--- config.mk ---
export PLATFORM = sky130hd
export DESIGN_NAME = seg7_scan_driver
export DESIGN_NICKNAME = d
export VERILOG_FILES = /design/src/rtl/seg7_pkg.sv /design/src/rtl/seg7_hex_decode.sv /design/src/rtl/seg7_scan_driver.sv
export SDC_FILE = /design/constraint.sdc
export NUM_CORES = 1
export LEC_CHECK = 0
export CAP_MARGIN = 0
export CORE_ASPECT_RATIO = 0.5
export CORE_MARGIN = 1.5
export CORE_UTILIZATION = 55
export CTS_CLUSTER_DIAMETER = 100
export DETAILED_ROUTE_END_ITERATION = 16
export PLACE_DENSITY = 0.78
export SYNTH_ARGS = -nofsm -noshare
export SYNTH_HDL_FRONTEND = slang
export SYNTH_SLANG_ARGS = --single-unit
--- constraint.sdc ---
create_clock -name clk -period 9.5 [get_ports clk]
set_clock_uncertainty 0.15 [all_clocks]
set_input_delay 1.9 -clock clk [delete_from_list [all_inputs] [get_ports clk]]
set_output_delay 1.9 -clock clk [all_outputs]
set_load 0.005 [all_outputs]
--- src/rtl/seg7_pkg.sv ---
// rtl/seg7_pkg.sv - shared types and constants for the 7-segment scan driver
//   seg7_state_t : scan FSM states (GAP = dark slot prefix, DRIVE = digit lit)
//   SEG_OFF      : all segments dark (active-low)
//   AN_OFF       : all digit enables off (active-low)
//   HEX7_TABLE   : hex nibble -> active-high segments, bit 0 = a .. bit 6 = g
package seg7_pkg;

    typedef enum logic {
        GAP   = 1'b0,
        DRIVE = 1'b1
    } seg7_state_t;

    localparam logic [7:0] SEG_OFF = 8'hFF;
    localparam logic [3:0] AN_OFF  = 4'hF;

    localparam logic [6:0] HEX7_TABLE [16] = '{
        7'h3F, 7'h06, 7'h5B, 7'h4F,
        7'h66, 7'h6D, 7'h7D, 7'h07,
        7'h7F, 7'h6F, 7'h77, 7'h7C,
        7'h39, 7'h5E, 7'h79, 7'h71
    };

endpackage

--- src/rtl/seg7_hex_decode.sv ---
// rtl/seg7_hex_decode.sv - combinational hex nibble to 7-segment decoder
//   i_nibble : 4-bit hex value
//   o_seg    : active-high segments, o_seg[0] = a .. o_seg[6] = g
module seg7_hex_decode
    import seg7_pkg::*;
(
    input  logic [3:0] i_nibble,
    output logic [6:0] o_seg
);

    assign o_seg = HEX7_TABLE[i_nibble];

endmodule

--- src/rtl/seg7_scan_driver.sv ---
// rtl/seg7_scan_driver.sv - 4-digit multiplexed 7-segment scan driver with anti-ghost gap
//   clk        : system clock
//   rst_n      : asynchronous active-low reset
//   load       : one-cycle strobe capturing data/dp_in/blank_in into the pending register
//   data       : four hex digits, data[3:0] is the rightmost digit (an[0])
//   dp_in      : per-digit decimal point, 1 = lit
//   blank_in   : per-digit blank, 1 = dark
//   seg        : active-low segments {dp, g..a}, registered
//   an         : active-low digit enables, at most one low, registered
//   frame_done : one-cycle pulse on the last drive cycle of digit 3, registered
module seg7_scan_driver
    import seg7_pkg::*;
#(
    parameter int SCAN_DIV   = 50000,
    parameter int GAP_CYCLES = 500
)(
    input  logic        clk,
    input  logic        rst_n,
    input  logic        load,
    input  logic [15:0] data,
    input  logic [3:0]  dp_in,
    input  logic [3:0]  blank_in,
    output logic [7:0]  seg,
    output logic [3:0]  an,
    output logic        frame_done
);

    localparam int CW = $clog2(SCAN_DIV);
    localparam logic [CW-1:0] GAP_LAST = CW'(GAP_CYCLES - 1);
    localparam logic [CW-1:0] DRV_LAST = CW'(SCAN_DIV - GAP_CYCLES - 1);

    seg7_state_t r_state;
    logic [CW-1:0] r_cnt;
    logic [1:0]    r_idx;

    logic [15:0] r_pend_data;
    logic [3:0]  r_pend_dp;
    logic [3:0]  r_pend_blank;
    logic [15:0] r_act_data;
    logic [3:0]  r_act_dp;
    logic [3:0]  r_act_blank;

    logic [7:0]  r_seg;
    logic [3:0]  r_an;
    logic        r_frame_done;

    seg7_state_t w_state_next;
    logic [CW-1:0] w_cnt_next;
    logic [1:0]    w_idx_next;
    logic          w_copy;
    logic [15:0]   w_act_data_next;
    logic [3:0]    w_act_dp_next;
    logic [3:0]    w_act_blank_next;
    logic [3:0]    w_nibble;
    logic [6:0]    w_hex;
    logic [7:0]    w_seg_next;
    logic [3:0]    w_an_next;
    logic          w_frame_done_next;

    always_ff @(posedge clk or negedge rst_n) begin
        if (!rst_n) begin
            r_state <= GAP;
            r_cnt   <= '0;
            r_idx   <= 2'd0;
        end else begin
            r_state <= w_state_next;
            r_cnt   <= w_cnt_next;
            r_idx   <= w_idx_next;
        end
    end

    // Next-state, slot counter and digit index; w_copy marks the frame boundary
    always_comb begin
        w_state_next = r_state;
        w_cnt_next   = r_cnt + CW'(1);
        w_idx_next   = r_idx;
        w_copy       = 1'b0;
        case (r_state)
            GAP: begin
                if (r_cnt == GAP_LAST) begin
                    w_cnt_next   = '0;
                    w_state_next = DRIVE;
                    w_copy       = (r_idx == 2'd0);
                end
            end
            DRIVE: begin
                if (r_cnt == DRV_LAST) begin
                    w_cnt_next   = '0;
                    w_state_next = GAP;
                    w_idx_next   = r_idx + 2'd1;
                end
            end
            default: begin
                w_cnt_next   = '0;
                w_state_next = GAP;
            end
        endcase
    end

    // Outputs are computed from the post-edge state so the registered seg/an
    // line up with the state they describe, including the freshly copied frame.
    assign w_act_data_next  = w_copy ? r_pend_data  : r_act_data;
    assign w_act_dp_next    = w_copy ? r_pend_dp    : r_act_dp;
    assign w_act_blank_next = w_copy ? r_pend_blank : r_act_blank;
    assign w_nibble         = w_act_data_next[{w_idx_next, 2'b00} +: 4];

    seg7_hex_decode u_hex_decode (
        .i_nibble (w_nibble),
        .o_seg    (w_hex)
    );

    always_comb begin
        w_seg_next        = SEG_OFF;
        w_an_next         = AN_OFF;
        w_frame_done_next = 1'b0;
        if (w_state_next == DRIVE) begin
            if (!w_act_blank_next[w_idx_next]) begin
                w_an_next  = ~(4'b0001 << w_idx_next);
                w_seg_next = {~w_act_dp_next[w_idx_next], ~w_hex};
            end
            w_frame_done_next = (w_cnt_next == DRV_LAST) && (w_idx_next == 2'd3);
        end
    end

    always_ff @(posedge clk or negedge rst_n) begin
        if (!rst_n) begin
            r_pend_data  <= 16'h0000;
            r_pend_dp    <= 4'h0;
            r_pend_blank <= 4'hF;
            r_act_data   <= 16'h0000;
            r_act_dp     <= 4'h0;
            r_act_blank  <= 4'hF;
            r_seg        <= SEG_OFF;
            r_an         <= AN_OFF;
            r_frame_done <= 1'b0;
        end else begin
            if (load) begin
                r_pend_data  <= data;
                r_pend_dp    <= dp_in;
                r_pend_blank <= blank_in;
            end
            // Copy uses the pre-edge pending value, so a coincident load waits a frame
            if (w_copy) begin
                r_act_data  <= r_pend_data;
                r_act_dp    <= r_pend_dp;
                r_act_blank <= r_pend_blank;
            end
            r_seg        <= w_seg_next;
            r_an         <= w_an_next;
            r_frame_done <= w_frame_done_next;
        end
    end

    assign seg        = r_seg;
    assign an         = r_an;
    assign frame_done = r_frame_done;

endmodule
# Yosys cells after proc, flatten, opt, wreduce, memory -nomap -nowiden
# Memories as Yosys holds them, arrays and structs flattened.
# Cells that the tools add are included.
# word_totals
reg_bits,80
rom_bits,112
word_cells,54
mem_count,1
# classes
n_addsub,2
n_lt_le_gt_ge,2
n_eq_ne,4
shifts,2
n_mux,24
n_bitwise,5
n_reduce_logical,2
# memory_table
memory,depth,width,read_ports,rd_clocked_by_memory_dff,wr,line_no,rtl
(name not given),16,7,1,0,0,seg7_hex_decode.sv:11,assign o_seg = HEX7_TABLE[i_nibble];
# ops
op,count
$mux 16,3
$eq 16x16->1 const B,2
$pmux 16 s2,1
$add 16x1->16 const B,1
$eq 16x9->1 const B,1
$mux 4,4
$mux 8,2
$shiftx 16x5->4,1
$mux 7,2
$mux 1,7
$not 7->7,1
$ge 5x5->1 const B,1
$not 4->5,1
$bmux 1 s2,2
$mux 2,2
$not 4->4,1
$shl 1x2->4 const A,1
$lt 2x3->1 const B,1
$add 2x1->2 const B,1
$eq 2x2->1 const B,1
$logic_not 2->1,1
$not 1->1,2
$pmux 1 s2,1
$logic_and 1x1->1,1

# Logic depth before layout (Yosys ltp)
# depth
word_depth,12
depth_mapped,15

# Hierarchy
# A second synthesis with hierarchy kept.
# unflattened
cells_unflattened,338
area_unflattened_um2,3886.2
# modules_own_cells
mod,instances,cells_each,area_each_um2
seg7_scan_driver,1,305,3598.5
seg7_hex_decode,1,33,287.8

# Worst setup path after synthesis
# OpenSTA, ideal clock, no wires.
# synth_timing
path_kind,register to register
start,register r_cnt[11]
end,register r_seg[3] (netlist: seg[3])
setup_time_ns,0.093
arrival_ns,3.346
t_required_ns,9.257
slack_ns,5.911
path_stages_with_launch,12
period_less_slack_ns,3.589
path_cell_list,dfrtp_1 > or4_4 > or4_4 > o211ai_1 > and2_4 > a21oi_1 > a2111oi_2 > inv_1 > ha_1 > nor2b_1 > a211oi_1 > o21ai_1
# synth_between
elab_chain_cells,12
# synth_lines
item,line_no,rtl
from (decl),seg7_scan_driver.sv:33,logic [CW-1:0] r_cnt;
from (signal assigned),seg7_scan_driver.sv:67,r_cnt <= w_cnt_next;
$eq 16x9->1,seg7_scan_driver.sv:80,if (r_cnt == GAP_LAST) begin
$mux 1,seg7_scan_driver.sv:80,
$mux 1,seg7_scan_driver.sv:78,case (r_state)
$mux 16,-,
$shiftx 16x5->4,seg7_scan_driver.sv:105,"assign w_nibble = w_act_data_next[{w_idx_next, 2'b00} +: 4];"
$not 4->5 (not written as such),seg7_hex_decode.sv:11,
$mem_v2 16x7,-,
$mux 7 (not written as such) (2 in a row),seg7_hex_decode.sv:11,
$not 7->7,seg7_scan_driver.sv:119,"w_seg_next = {~w_act_dp_next[w_idx_next], ~w_hex};"
$mux 8,seg7_scan_driver.sv:117,if (!w_act_blank_next[w_idx_next]) begin
$mux 8 (*),seg7_scan_driver.sv:116,if (w_state_next == DRIVE) begin
net w_seg_next[3],seg7_scan_driver.sv:56,logic [7:0] w_seg_next;
to (signal assigned),seg7_scan_driver.sv:148,r_seg <= w_seg_next;
to (decl),seg7_scan_driver.sv:43,logic [7:0] r_seg;
# The timed path passes the listed nets; every way through them passes the cells marked *. The select of a mux whose other input is x is not followed.
# A chain may end at the register's enable or synchronous reset.

# Final worst setup path
# layout_timing
start,register r_cnt[11]
end,register r_seg[3] (netlist: seg[3])
# layout_between
elab_chain_cells,12
# layout_lines
item,line_no,rtl
$eq 16x9->1,seg7_scan_driver.sv:80,
$mux 1,seg7_scan_driver.sv:80,
$mux 1,seg7_scan_driver.sv:78,
$mux 16,-,
net w_act_data_next[0],seg7_scan_driver.sv:51,logic [15:0] w_act_data_next;
$shiftx 16x5->4,seg7_scan_driver.sv:105,
$not 4->5 (not written as such),seg7_hex_decode.sv:11,
$mem_v2 16x7,-,
$mux 7 (not written as such) (2 in a row),seg7_hex_decode.sv:11,
$not 7->7,seg7_scan_driver.sv:119,
$mux 8,seg7_scan_driver.sv:117,
$mux 8,seg7_scan_driver.sv:116,
net w_seg_next[3],seg7_scan_driver.sv:56,
# The timed path passes the listed nets, and every way through them passes these cells. The select of a mux whose other input is x is not followed.

==> summary.txt <==
Route
  – Routed Antenna Nets: 0
  – Drt wl/cell: 16.08 um
  – DR vias: roughly 2.7k
  – Iteration-0 DRC Markers: between 100 and 150
  – Drt first pass iters: 4
  – Routed WL: ~7.6 mm
  – Drt via density: ~5.7
  – Residual DRC count: 0

Power and ir drop
  – Worst vdd ir: about 0.13 mV
  – PD cells: 165.5 nW/um2
  – Clk network pwr share: ~48%
  – Sw Pwr: 148.2 uW
  – Seq pwr share: about half
  – Combinational fraction of design power: around 4.1%
  – Internal: just under 600 uW
  – Switching Share: approximately 20%
  – Pleak: 1.938 nW

Die
  – DIE WIDTH: about 120 um
  – Ports: 40
  – Die H: around 61 um
  – Rows: 20
  – Initial Utilization: between 50% and 60%
  – Core Area: between 6000 and 7000 um2
  – Die area: ~7300 um2

Placed design
  – Port-buffer cells: 39
  – Final GP Congestion: ~0.98
  – Pre-CTS setup slack: 5288 ps
  – Hpwl dp: roughly 5.4 mm

Layout
  – Most frequent cells in the layout: nand2_1, dfrtp_1, clkdlybuf4s50_1, mux2_2
  – Final core utilization: a little under three quarters
  – Commonest non-fill, non-tap cell in the layout: nand2_1
  – Ratio of cells with drive above 1 in the final layout: 19.95%
  – Antenna fix cells: 0
  – Layout area overhead: 20.40%
  – Fin nets: 416

Worst setup path
  – Critical path class: flip-flop to flip-flop
  – Worst R2R Setup Slack: between 5000 and 6000 ps
  – Nature of the critical path endpoint: flip-flop
  – Critical Path Sink: seg[3]$_DFF_PN1_
  – Worst Path Required: between 9000 and 10000 ps
  – WP data arrival: between 4000 and 5000 ps
  – Critical-path top delay cell: a2111oi_2
  – Cells along the critical path: or4_4 -> nor3_2 -> nand3_1 -> nand2_1 -> nand2_1 -> a2111oi_2 -> inv_1 -> ha_1 -> nor2b_1 -> a211oi_1 -> o21ai_1
  – R2r endpoint: seg[3]$_DFF_PN1_
  – Max stage delay on crit path: slightly above 700 ps
  – Worst Setup SP: r_cnt[11]$_DFF_PN0_
  – Worst path most repeated cell: nand2_1
  – CP max FO: 16
  – RR Startpoint: r_cnt[11]$_DFF_PN0_
  – Crit path launch type: flip-flop
  – R2R cell count: 11

Clock network
  – H-tree levels: 3
  – Clock Latency Late Sink: approximately 350 ps
  – Clock Pin Slew Worst Setup and Hold Paths: around 60 ps
  – TritonCTS clock tree: done
  – Root Buffer: clkbuf_16
  – Clock Tree Buf Depth: 2
  – Cts hold-fix bufs: 0
  – CTS resizes: 0
  – Setup bufs post-CTS: 0
  – Total CTS buffers: 9
  – Clock Sink Count: 80

STA
  – WHS: around 320 ps
  – Actual slew at the worst max-slew pin: about 1000 ps
  – Hold Fails Final Rpt: 0
  – Final setup viols: 0
  – Slew margin rel.: 32.65%
  – Post-route setup slack: roughly 5300 ps
  – Final TNS setup: 0 ps
  – Fin. max-slew vios: 0
  – Minimum clock period: between 4000 and 5000 ps
  – Max frequency: between 0.2 and 0.25 GHz
  – Crit share post-route: around 45%
  – RSZ-0062 raised after global routing: false

Synthesis
  – Post-synthesis cell type count: 48
  – Yosys reg bits: 80
  – Post-Syn Nets: 377
  – Number of synthesized flops with an enable pin: 0
  – Synth area leaders: dfrtp_1, dfstp_2, mux2_2
  – Synthesis Warnings: 0
  – Mapped Area: 3736 um2
  – Syn_area_per_cell: roughly 11 um2
  – Mapped Cells: 342
  – Commonest register cell after synthesis: dfrtp_1
  – Top-area cell type share of the netlist area: between 40% and 50%
  – Area leader, netlist: dfrtp_1
  – Sequential-to-total area share from yosys stat: roughly 54%
  – Async set-reset flop share out of synthesis: 100.0%

Run status
  – Status: finished clean

GRT
  – First-pass GRT wire length: between 10 and 15 mm
  – Largest net degree at the start of global routing: between 80 and 90
  – Grt total ovfl: 0
  – All-Layer GR Usage: 23.71%
  – Initial antenna violation count: 0
  – Number of global-route vias before repair: approximately 2.7k

Worst hold path
  – Worst Hold Class: flip-flop to flip-flop
  – Hold Crit Depth: 2

Run
  – Max_cap viols: 0
==> worst min-delay path by stage <==
stage / from / to / slack (ps)
floorplan: r_act_data[12]$_DFF_PN0_ / r_act_data[12]$_DFF_PN0_ / 280
global placement: r_act_data[12]$_DFF_PN0_ / r_act_data[12]$_DFF_PN0_ / 290
detailed placement: r_act_dp[0]$_DFF_PN0_ / r_act_dp[0]$_DFF_PN0_ / 310
CTS: r_act_dp[0]$_DFF_PN0_ / r_act_dp[0]$_DFF_PN0_ / 320
global route: r_act_dp[2]$_DFF_PN0_ / r_act_dp[2]$_DFF_PN0_ / 330
finish: r_act_blank[0]$_DFF_PN1_ / r_act_blank[0]$_DFF_PN1_ / 320
==> area by class of cell <==
| class | count | area (um2) |
|---|---|---|
| sequential | 80 | 2027 |
| tap | 88 | 110.1 |
| multi-input combinational | 240 | 1617 |
| inverter | 10 | 37.54 |
| clock buffer | 14 | 274.0 |
| clock inverter | 2 | 37.54 |
| fill | 466 | 1808 |
| timing repair buffer | 40 | 395.4 |
==> synth_stat cells, types with 5 or more instances <==
| master | count |
|---|---|
| xor2_1 | 7 |
| clkbuf_1 | 8 |
| and3_1 | 5 |
| nand4_1 | 5 |
| xnor2_1 | 10 |
| dfrtp_1 | 60 |
| nand2_1 | 61 |
| dfstp_2 | 20 |
| nor2_1 | 20 |
| mux2_2 | 29 |
| inv_1 | 10 |
| mux2i_1 | 5 |
| o21ai_0 | 7 |
| nand3_1 | 15 |
| ha_1 | 8 |
| a21oi_1 | 9 |
==> logic make-up (layout without fill, tap and decap cells) <==
group,after synthesis,in the layout,synth area share [%]
compound gates,42,42,7.971
xor+xnor,17,17,3.985
fa+ha+maj,8,8,2.679
buf+inv,22,66,2.478
flops,80,80,54.25
mux,34,34,10.08
simple gates,139,139,18.55
==> metal layers <==
metal	vias to the layer above	global-route usage, %	wire length, um
li1	1283	-	-
met1	1313	28.86	3332
met2	74	39.08	3661
met3	12	10.37	536
met4	0	8.333	91
met5	-	0	0
==> sequential cells by signal (all words and copies together), names as in the netlist <==
register and count:
an 4, r_act_blank 4, r_idx 2, frame_done 1, r_pend_dp 4, r_act_data 16, r_pend_blank 4, r_cnt 16
r_act_dp 4, r_pend_data 16, r_state 1, seg 8
==> per-stage QoR <==
stage | cells | instance area [um2] | power [mW]
5_1_grt | 474 | 4498 | 0.7709
4_1_cts | 474 | 4498 | 0.7503
3_3_place_gp | 458 | 4187 | 0.3933
2_1_floorplan | 342 | 3736 | 0.3745
3_5_place_dp | 458 | 4187 | 0.3951
6_report | 474 | 4498 | 0.7444
==> power groups by stage <==
stage / combinational, mW / sequential [mW] / clock [mW]
after global placement: 0.0296 / 0.364 / 0
after global routing: 0.0338 / 0.360 / 0.377
after floorplan: 0.0125 / 0.362 / 0
after CTS: 0.0311 / 0.359 / 0.361
after detailed placement: 0.0310 / 0.364 / 0
final: 0.0303 / 0.358 / 0.356
==> critical path, delay by kind of cell (launching register included) <==
family                   cells  cell delay (ps)
AO/OA/AOI/OAI                3             1020
adder cells (fa/ha/maj)      1              270
buffers and inverters        1              160
flip-flops                   1              420
AND/OR/NAND/NOR              6             2110
Note: power is estimated with default switching activity, not from simulation.
